--- src/rtl/gps_nmea_rx.sv ---
// NMEA-0183 sentence receiver: UART byte decoder feeding a '$'..'*hh' framer
// that checks the XOR checksum and replays accepted sentence bodies on a ready/valid stream.
//   state | meaning
//   HUNT  | waiting for '$'
//   BODY  | buffering body bytes, accumulating XOR
//   CK_HI | expecting high checksum digit
//   CK_LO | expecting low checksum digit, then verdict
//   DRAIN | replaying buffered body downstream
module gps_nmea_rx #(
  parameter int SYSCLK_FREQ = 100_000_000,
  parameter int BAUD        = 9600,
  parameter int MAX_LEN     = 80,
  parameter int CNT_W       = 16
) (
  input  logic             sclk,
  input  logic             rst,
  input  logic             rxd,
  output logic [7:0]       m_data,
  output logic             m_valid,
  output logic             m_last,
  input  logic             m_ready,
  output logic             sentence_ok,
  output logic             cksum_err,
  output logic             frame_err,
  output logic [CNT_W-1:0] drop_cnt,
  output logic             busy
);

  localparam int CLKS_PER_BIT = SYSCLK_FREQ / BAUD;
  localparam int HALF_BIT     = CLKS_PER_BIT / 2;
  localparam int TW           = $clog2(CLKS_PER_BIT + 1);
  localparam int PW           = $clog2(MAX_LEN + 1);

  typedef enum logic [1:0] {U_IDLE, U_START, U_DATA, U_STOP} ustate_t;
  typedef enum logic [2:0] {HUNT, BODY, CK_HI, CK_LO, DRAIN} fstate_t;

  ustate_t ust, ust_nxt;
  logic rxd_s1, rxd_s2, rxd_d;
  logic [TW-1:0] tmr;
  logic tmr_tc;
  logic [2:0] bit_idx;
  logic [7:0] shreg;
  logic byte_stb;

  assign tmr_tc = (tmr == '0);

  always_ff @(posedge sclk) begin
    if (rst) ust <= U_IDLE;
    else     ust <= ust_nxt;
  end

  always_comb begin
    ust_nxt = ust;
    case (ust)
      U_IDLE:  if (rxd_d && !rxd_s2) ust_nxt = U_START;
      U_START: if (tmr_tc) ust_nxt = rxd_s2 ? U_IDLE : U_DATA;
      U_DATA:  if (tmr_tc && bit_idx == 3'd7) ust_nxt = U_STOP;
      U_STOP:  if (tmr_tc) ust_nxt = U_IDLE;
      default: ust_nxt = U_IDLE;
    endcase
  end

  // Timer is preloaded with the half-bit count while idle so the start bit is checked mid-bit.
  always_ff @(posedge sclk) begin
    if (rst) begin
      rxd_s1    <= 1'b1;
      rxd_s2    <= 1'b1;
      rxd_d     <= 1'b1;
      tmr       <= '0;
      bit_idx   <= '0;
      shreg     <= '0;
      byte_stb  <= 1'b0;
      frame_err <= 1'b0;
    end else begin
      rxd_s1    <= rxd;
      rxd_s2    <= rxd_s1;
      rxd_d     <= rxd_s2;
      byte_stb  <= 1'b0;
      frame_err <= 1'b0;
      if (ust == U_IDLE) begin
        tmr     <= TW'(HALF_BIT - 1);
        bit_idx <= '0;
      end else if (tmr_tc) begin
        tmr <= TW'(CLKS_PER_BIT - 1);
        if (ust == U_DATA) begin
          shreg   <= {rxd_s2, shreg[7:1]};
          bit_idx <= bit_idx + 3'd1;
        end
        if (ust == U_STOP) begin
          byte_stb  <= rxd_s2;
          frame_err <= !rxd_s2;
        end
      end else begin
        tmr <= tmr - TW'(1);
      end
    end
  end

  function automatic logic [4:0] hex_val(input logic [7:0] c);
    if (c >= 8'h30 && c <= 8'h39)      return {1'b0, 4'(c - 8'h30)};
    else if (c >= 8'h41 && c <= 8'h46) return {1'b0, 4'(c - 8'h37)};
    else if (c >= 8'h61 && c <= 8'h66) return {1'b0, 4'(c - 8'h57)};
    else                               return 5'h10;
  endfunction

  fstate_t fst, fst_nxt;
  logic [7:0] mem [2**PW];
  logic [PW-1:0] wr_ptr, rd_ptr;
  logic [7:0] acc;
  logic [3:0] ck_hi_nib;
  logic ck_bad;
  logic [4:0] hex_cur;
  logic do_clr, do_store, do_drop, do_ok, do_err, do_hi, do_adv;

  assign hex_cur = hex_val(shreg);
  assign busy    = (fst != HUNT);
  assign m_valid = (fst == DRAIN);
  assign m_last  = m_valid && (rd_ptr == wr_ptr - PW'(1));
  assign m_data  = m_valid ? mem[rd_ptr] : 8'h00;

  always_ff @(posedge sclk) begin
    if (rst) fst <= HUNT;
    else     fst <= fst_nxt;
  end

  always_comb begin
    fst_nxt  = fst;
    do_clr   = 1'b0;
    do_store = 1'b0;
    do_drop  = 1'b0;
    do_ok    = 1'b0;
    do_err   = 1'b0;
    do_hi    = 1'b0;
    do_adv   = 1'b0;
    case (fst)
      HUNT: if (byte_stb && shreg == 8'h24) begin
        fst_nxt = BODY;
        do_clr  = 1'b1;
      end
      BODY: if (frame_err) begin
        fst_nxt = HUNT;
        do_drop = 1'b1;
      end else if (byte_stb) begin
        if (shreg == 8'h2A) fst_nxt = CK_HI;
        else if (shreg == 8'h24) begin
          do_clr  = 1'b1;
          do_drop = 1'b1;
        end else if (wr_ptr == PW'(MAX_LEN)) begin
          fst_nxt = HUNT;
          do_drop = 1'b1;
        end else do_store = 1'b1;
      end
      CK_HI: if (frame_err) begin
        fst_nxt = HUNT;
        do_drop = 1'b1;
      end else if (byte_stb) begin
        do_hi   = 1'b1;
        fst_nxt = CK_LO;
      end
      CK_LO: if (frame_err) begin
        fst_nxt = HUNT;
        do_drop = 1'b1;
      end else if (byte_stb) begin
        if (ck_bad || hex_cur[4] || {ck_hi_nib, hex_cur[3:0]} != acc || wr_ptr == '0) begin
          do_err  = 1'b1;
          do_drop = 1'b1;
          fst_nxt = HUNT;
        end else begin
          do_ok   = 1'b1;
          fst_nxt = DRAIN;
        end
      end
      DRAIN: begin
        if (byte_stb && shreg == 8'h24) do_drop = 1'b1;
        if (m_ready) begin
          if (m_last) fst_nxt = HUNT;
          else        do_adv  = 1'b1;
        end
      end
      default: fst_nxt = HUNT;
    endcase
  end

  always_ff @(posedge sclk) begin
    if (do_store) mem[wr_ptr] <= shreg;
  end

  always_ff @(posedge sclk) begin
    if (rst) begin
      wr_ptr      <= '0;
      rd_ptr      <= '0;
      acc         <= '0;
      ck_hi_nib   <= '0;
      ck_bad      <= 1'b0;
      drop_cnt    <= '0;
      sentence_ok <= 1'b0;
      cksum_err   <= 1'b0;
    end else begin
      sentence_ok <= do_ok;
      cksum_err   <= do_err;
      if (do_clr) begin
        wr_ptr <= '0;
        acc    <= '0;
      end
      if (do_store) begin
        wr_ptr <= wr_ptr + PW'(1);
        acc    <= acc ^ shreg;
      end
      if (do_hi) begin
        ck_hi_nib <= hex_cur[3:0];
        ck_bad    <= hex_cur[4];
      end
      if (do_ok)       rd_ptr <= '0;
      else if (do_adv) rd_ptr <= rd_ptr + PW'(1);
      if (do_drop && drop_cnt != '1) drop_cnt <= drop_cnt + CNT_W'(1);
    end
  end

endmodule

--- config.mk ---
export PLATFORM = sky130hd
export DESIGN_NAME = gps_nmea_rx
export DESIGN_NICKNAME = d
export VERILOG_FILES = /design/src/rtl/gps_nmea_rx.sv
export SDC_FILE = /design/constraint.sdc
export NUM_CORES = 1
export LEC_CHECK = 0
export CAP_MARGIN = 20
export CORE_MARGIN = 1.5
export CORE_UTILIZATION = 29
export CTS_CLUSTER_SIZE = 14
export DETAILED_ROUTE_END_ITERATION = 7
export PLACE_DENSITY = 0.4
export REMOVE_ABC_BUFFERS = 1
export SETUP_SLACK_MARGIN = 0.05
export SLEW_MARGIN = 10
export SYNTH_ARGS = -nofsm -noshare
export SYNTH_HDL_FRONTEND = slang
export SYNTH_SLANG_ARGS = --single-unit
--- constraint.sdc ---
create_clock -name sclk -period 6.6 [get_ports sclk]
set_input_delay 1.98 -clock sclk [delete_from_list [all_inputs] [get_ports sclk]]
set_output_delay 1.98 -clock sclk [all_outputs]
set_load 0.1 [all_outputs]
# After elaboration in Yosys (flattened, before gate mapping)
# Memory sizes are Yosys's and may differ from the RTL's. A register that Yosys moved wholly into a read port is not among the register bits.
# Cells that the tools add are included.
[word_totals]
ff_bits = 80
latchBits = 0
ramBits = 1024
rom_bits = 0
inputBits = 4
out_inout_bits = 30
wordCells = 160
n_memories = 1
[memory_table]
columns = ["name", "depth", "word_bits", "rd", "rd_clocked_by_memory_dff", "write_ports", "line_no", "source"]
rows = [
  ["mem", 128, 8, 1, 1, 1, "107", "logic [7:0] mem [2**PW];"],
]
[classes]
addsub = 9
n_mul = 0
div_mod_pow = 0
magnitude_cmp = 6
eq_ne = 26
shifts = 0
n_mux = 66
n_bitwise = 5
reduce_logical = 27
[op_table]
columns = ["op", "n"]
rows = [
  ["$mux 3", 13],
  ["$mux 1", 32],
  ["$mux 7", 4],
  ["$mux 8", 3],
  ["$add 16x1->16 const B", 1],
  ["$eq 8x6->1 const B", 2],
  ["$ge 8x7->1 const B", 2],
  ["$le 8x7->1 const B", 2],
  ["$ne 16x16->1 const B", 1],
  ["$mux 5", 3],
  ["$pmux 3 s5", 1],
  ["$add 7x1->7 const B", 2],
  ["$logic_not 14->1", 1],
  ["$mux 14", 1],
  ["$sub 14x1->14 const B", 1],
  ["$mux 13", 1],
  ["$mux 2", 5],
  ["$ne 2x2->1 const B", 5],
  ["$ne 3x3->1 const B", 3],
  ["$ge 8x6->1 const B", 1],
  ["$le 8x6->1 const B", 1],
  ["$logic_and 1x1->1", 8],
  ["$ne 4x4->1 const B", 2],
  ["$ne 8x8->1", 1],
  ["31 further kinds", 43],
]

# Logic depth before layout (Yosys ltp)
[logic_depth]
word_depth = 14
mapped_depth = 11
mapped_depth_nobuf = 9

# Worst setup path after synthesis
# OpenSTA, ideal clock, no wires.
[synth_timing]
path_kind = "register -> output"
startpoint = "register (tool-made name)"
endpoint = "output m_data[5]"
arrival_time_ns = 4.103
required_ns = 4.620
setup_slack_ns = 0.517
stages_incl_launch_ff = 11
n_path_buf = 4
path_cell_list = "dfxtp_1 clkbuf_1 clkbuf_1 buf_2 buf_1 a211oi_1 a21oi_1 nand3_1 nand3_1 nor3_1 nor3_1"
[synth_lines]
columns = ["element", "line_no", "source"]
rows = [
  ["end: declaration", "18", "output logic [7:0] m_data,"],
]

==> run summary <==
Final #Nets = 2443
num rows = 142
Synth area leader = edfxtp_1
ys flop type = edfxtp_1
Num CTS Buffers = 121
Die Height = 391 um
total gr overflow = 0
R2R depth = 8
critical path endpoint category = primary output
cells after synthesis = 2327
Setup Crit Path Kind = reg -> out
top cells by instance count after synthesis = edfxtp_1, mux4_2, nor2_1
Final Skew = 0.0291 ns
Initial Util = 29.2%
hold depth = 1
Max-Cap Viols = 0
Die W = 391 um
global-route wire length before repair = 168000 um
min-delay src = rxd_s1
cell mode on critical path = buf_4
yosys synthesis warning count = 0
IO Count = 34
post-cts sizing count = 0
initial antenna violation count = 1
top post-synthesis cells by area = edfxtp_1, mux4_2, dfxtp_1
clk sinks = 1111
critical path data arrival time = 4.39 ns
Gate power share = 0.2%
flop2flop setup slack = 2.23 ns
Post-synth EDFFs = 1024
RSZ-0062 raised after global routing = false
Net Sw Power = 2.86 mW
CTS tree = yes
core area = 150000 sq um
top-count cell post-synth = edfxtp_1
post-DR vias/cell = 4.94
Endpoint, Worst Hold = rxd_s2
die area = 153000 sq um
fraction of layout cells with a size suffix above 1 = 22.0%
setup violators final = 0
largest net degree at the start of global routing = 85
Final Cycle Share = 96.5%
# DRC = 0
Worst Tran Pin Value = 1.06 ns
DP Wirelength = 72500 um
root buffer cell = clkbuf_16
failing checks = antenna violations
Max IR drop VDD = 202 uV
WL final = 118000 um
worst skew pair latency = 0.75 ns
Synth async-reset ratio = 0%
Achievable Freq = 0.157 GHz
chain of cells forming the critical path = buf_12, mux4_2, o221ai_1, a21oi_1, a211oi_1, buf_4, nor3_1, buf_4
synthesis-to-layout area growth = 16.4%
data required time at the worst endpoint = 4.62 ns
sequential power share = 52.4%
Hold WC Path Type = reg -> reg
Max Transition Viols Final = 0
vias in the first global route = 23.1k
1st-iter DRT viols = 1937
Pwr Total = 14.4 mW
Vias = 22.5k
Cell Area, Synth = 43700 sq um
status = finished, violations left
reg2reg end = mem[120][0]
Syn Area/Cell = 18.8 sq um
final core utilization = 34.0%
Switching Share = 19.8%
Yosys top cell area share = 70.3%
FF+latch count, synth = 1111
clock slew at reported path FFs = 0.06 ns
r2r startpoint = shreg[6]
Setup Fix Bufs, Post-CTS = 0
slowest CP cell = nor3_1
clock share of power = 47.4%
Rel. slew slack = 29.5%
cts-stage hold buffer count = 0
gr usage total = 15.3%
DRT antenna net count = 1
sequential fraction of the synthesis area = 74.3%
CP max stage delay = 0.66 ns
Power Density = 284 nW/um^2
number of distinct library cells after synthesis = 71
IO Port Bufs = 33
H-tree depth = 3
DRT Pass-1 Iters = 5
cell-internal power = 11.6 mW
Leakage = 15.5 nW
Final Instance Count excl. Fillers = 4554
worst-path fanout max = 62
Final Hold Fails = 0
Worst Setup Start Kind = flop
Clock Path Buffers = 3
placed insts = 4318
wire per inst = 25.9 um
Final min period = 6.37 ns
gpl congestion = 0.772
-- power groups by stage --
stage / sequential (mW) / combinational (mW) / clock, mW
after detailed placement: 7.72 / 0.0304 / 0
after floorplan: 7.72 / 0.0167 / 0
final: 7.57 / 0.0299 / 6.85
after CTS: 7.57 / 0.0306 / 7.04
after global placement: 7.72 / 0.0287 / 0
after global routing: 7.57 / 0.0333 / 7.28
-- layer usage --
metal | routed length, um | track usage, % | vias to the layer above
met4 | 2980 | 4.41 | 0
met2 | 56300 | 24.8 | 573
met1 | 53300 | 21.1 | 12000
li1 | - | - | 9759
met3 | 5340 | 2.78 | 172
met5 | 0 | 0 | -
-- area by class of cell --
cell class | instances | area, sq um
timing repair buffer | 110 | 1030
fill | 14200 | 98900
sequential | 1111 | 32500
tap | 2016 | 2520
inverter | 18 | 67.6
clock buffer | 138 | 3120
multi-input combinational | 1064 | 10700
clock inverter | 91 | 906
antenna | 6 | 15.0
-- cells by family (layout without fill, tap and decap cells) --
family          count (synthesis)  in the layout  synth area share (%)
xor+xnor                       41             41                 0.884
buf+inv                       152            357                  1.36
compound gates                272            272                  4.47
mux                           292            292                  13.6
flops                        1111           1111                  74.3
other cells                     0              6                     0
fa+ha+maj                      13             13                 0.372
simple gates                  446            446                  4.98
-- through the flow --
step                area (sq um)  worst slack (ns)  setup TNS [ns]  hold slack [ns]
CTS                        50800            0.0880               0            0.407
floorplan                  43200             -8.94          -71.50            0.389
detailed placement         46800             0.903               0            0.394
finish                     50900             0.231               0            0.408
global placement           46800             0.911               0            0.394
global route               50800            0.0839               0            0.434
-- registers in the layout, summed over array words and instances (netlist names), 3 cells and up, named ones only --
name,cells
mem,1024
bit_idx,3
ck_hi_nib,4
acc,8
wr_ptr,7
shreg,8
rd_ptr,7
tmr,14
drop_cnt,16
fst,3
-- worst max-delay path by stage --
stage / startpoint / slack [ns] / to
after global routing: flop / 0.08 / m_data[6]
after CTS: flop / 0.09 / m_data[3]
after floorplan: flop / -8.94 / m_data[6]
after detailed placement: flop / 0.90 / m_data[3]
final: flop / 0.23 / m_data[6]
after global placement: flop / 0.91 / m_data[3]
-- placed cells by master, fill, tap and decap left out, drive strengths merged, types with 13 or more instances in the layout --
cell           count
a22o              32
buf               87
a22oi             43
clkdlybuf4s50     23
edfxtp          1024
a221oi            34
a211oi            20
bufinv            16
o22ai             18
xnor2             20
xor2              19
mux4             240
nand2             56
clkbuf           138
nand3             47
ha                13
o21ai             18
mux2i             46
nor3              38
clkinv            67
nor2             194
dfxtp             87
nor2b             23
a21oi             62
inv               22
-- critical path: cells and delay by family (launching register included) --
family / cells / cell delay (ns)
AOI/OAI and AO/OA: 3 / 0.74
buffers and inverters: 3 / 1.05
and+or+nand+nor: 1 / 0.66
DFF: 1 / 0.63
muxes: 1 / 0.38
Note: power is estimated with default switching activity, not from simulation.
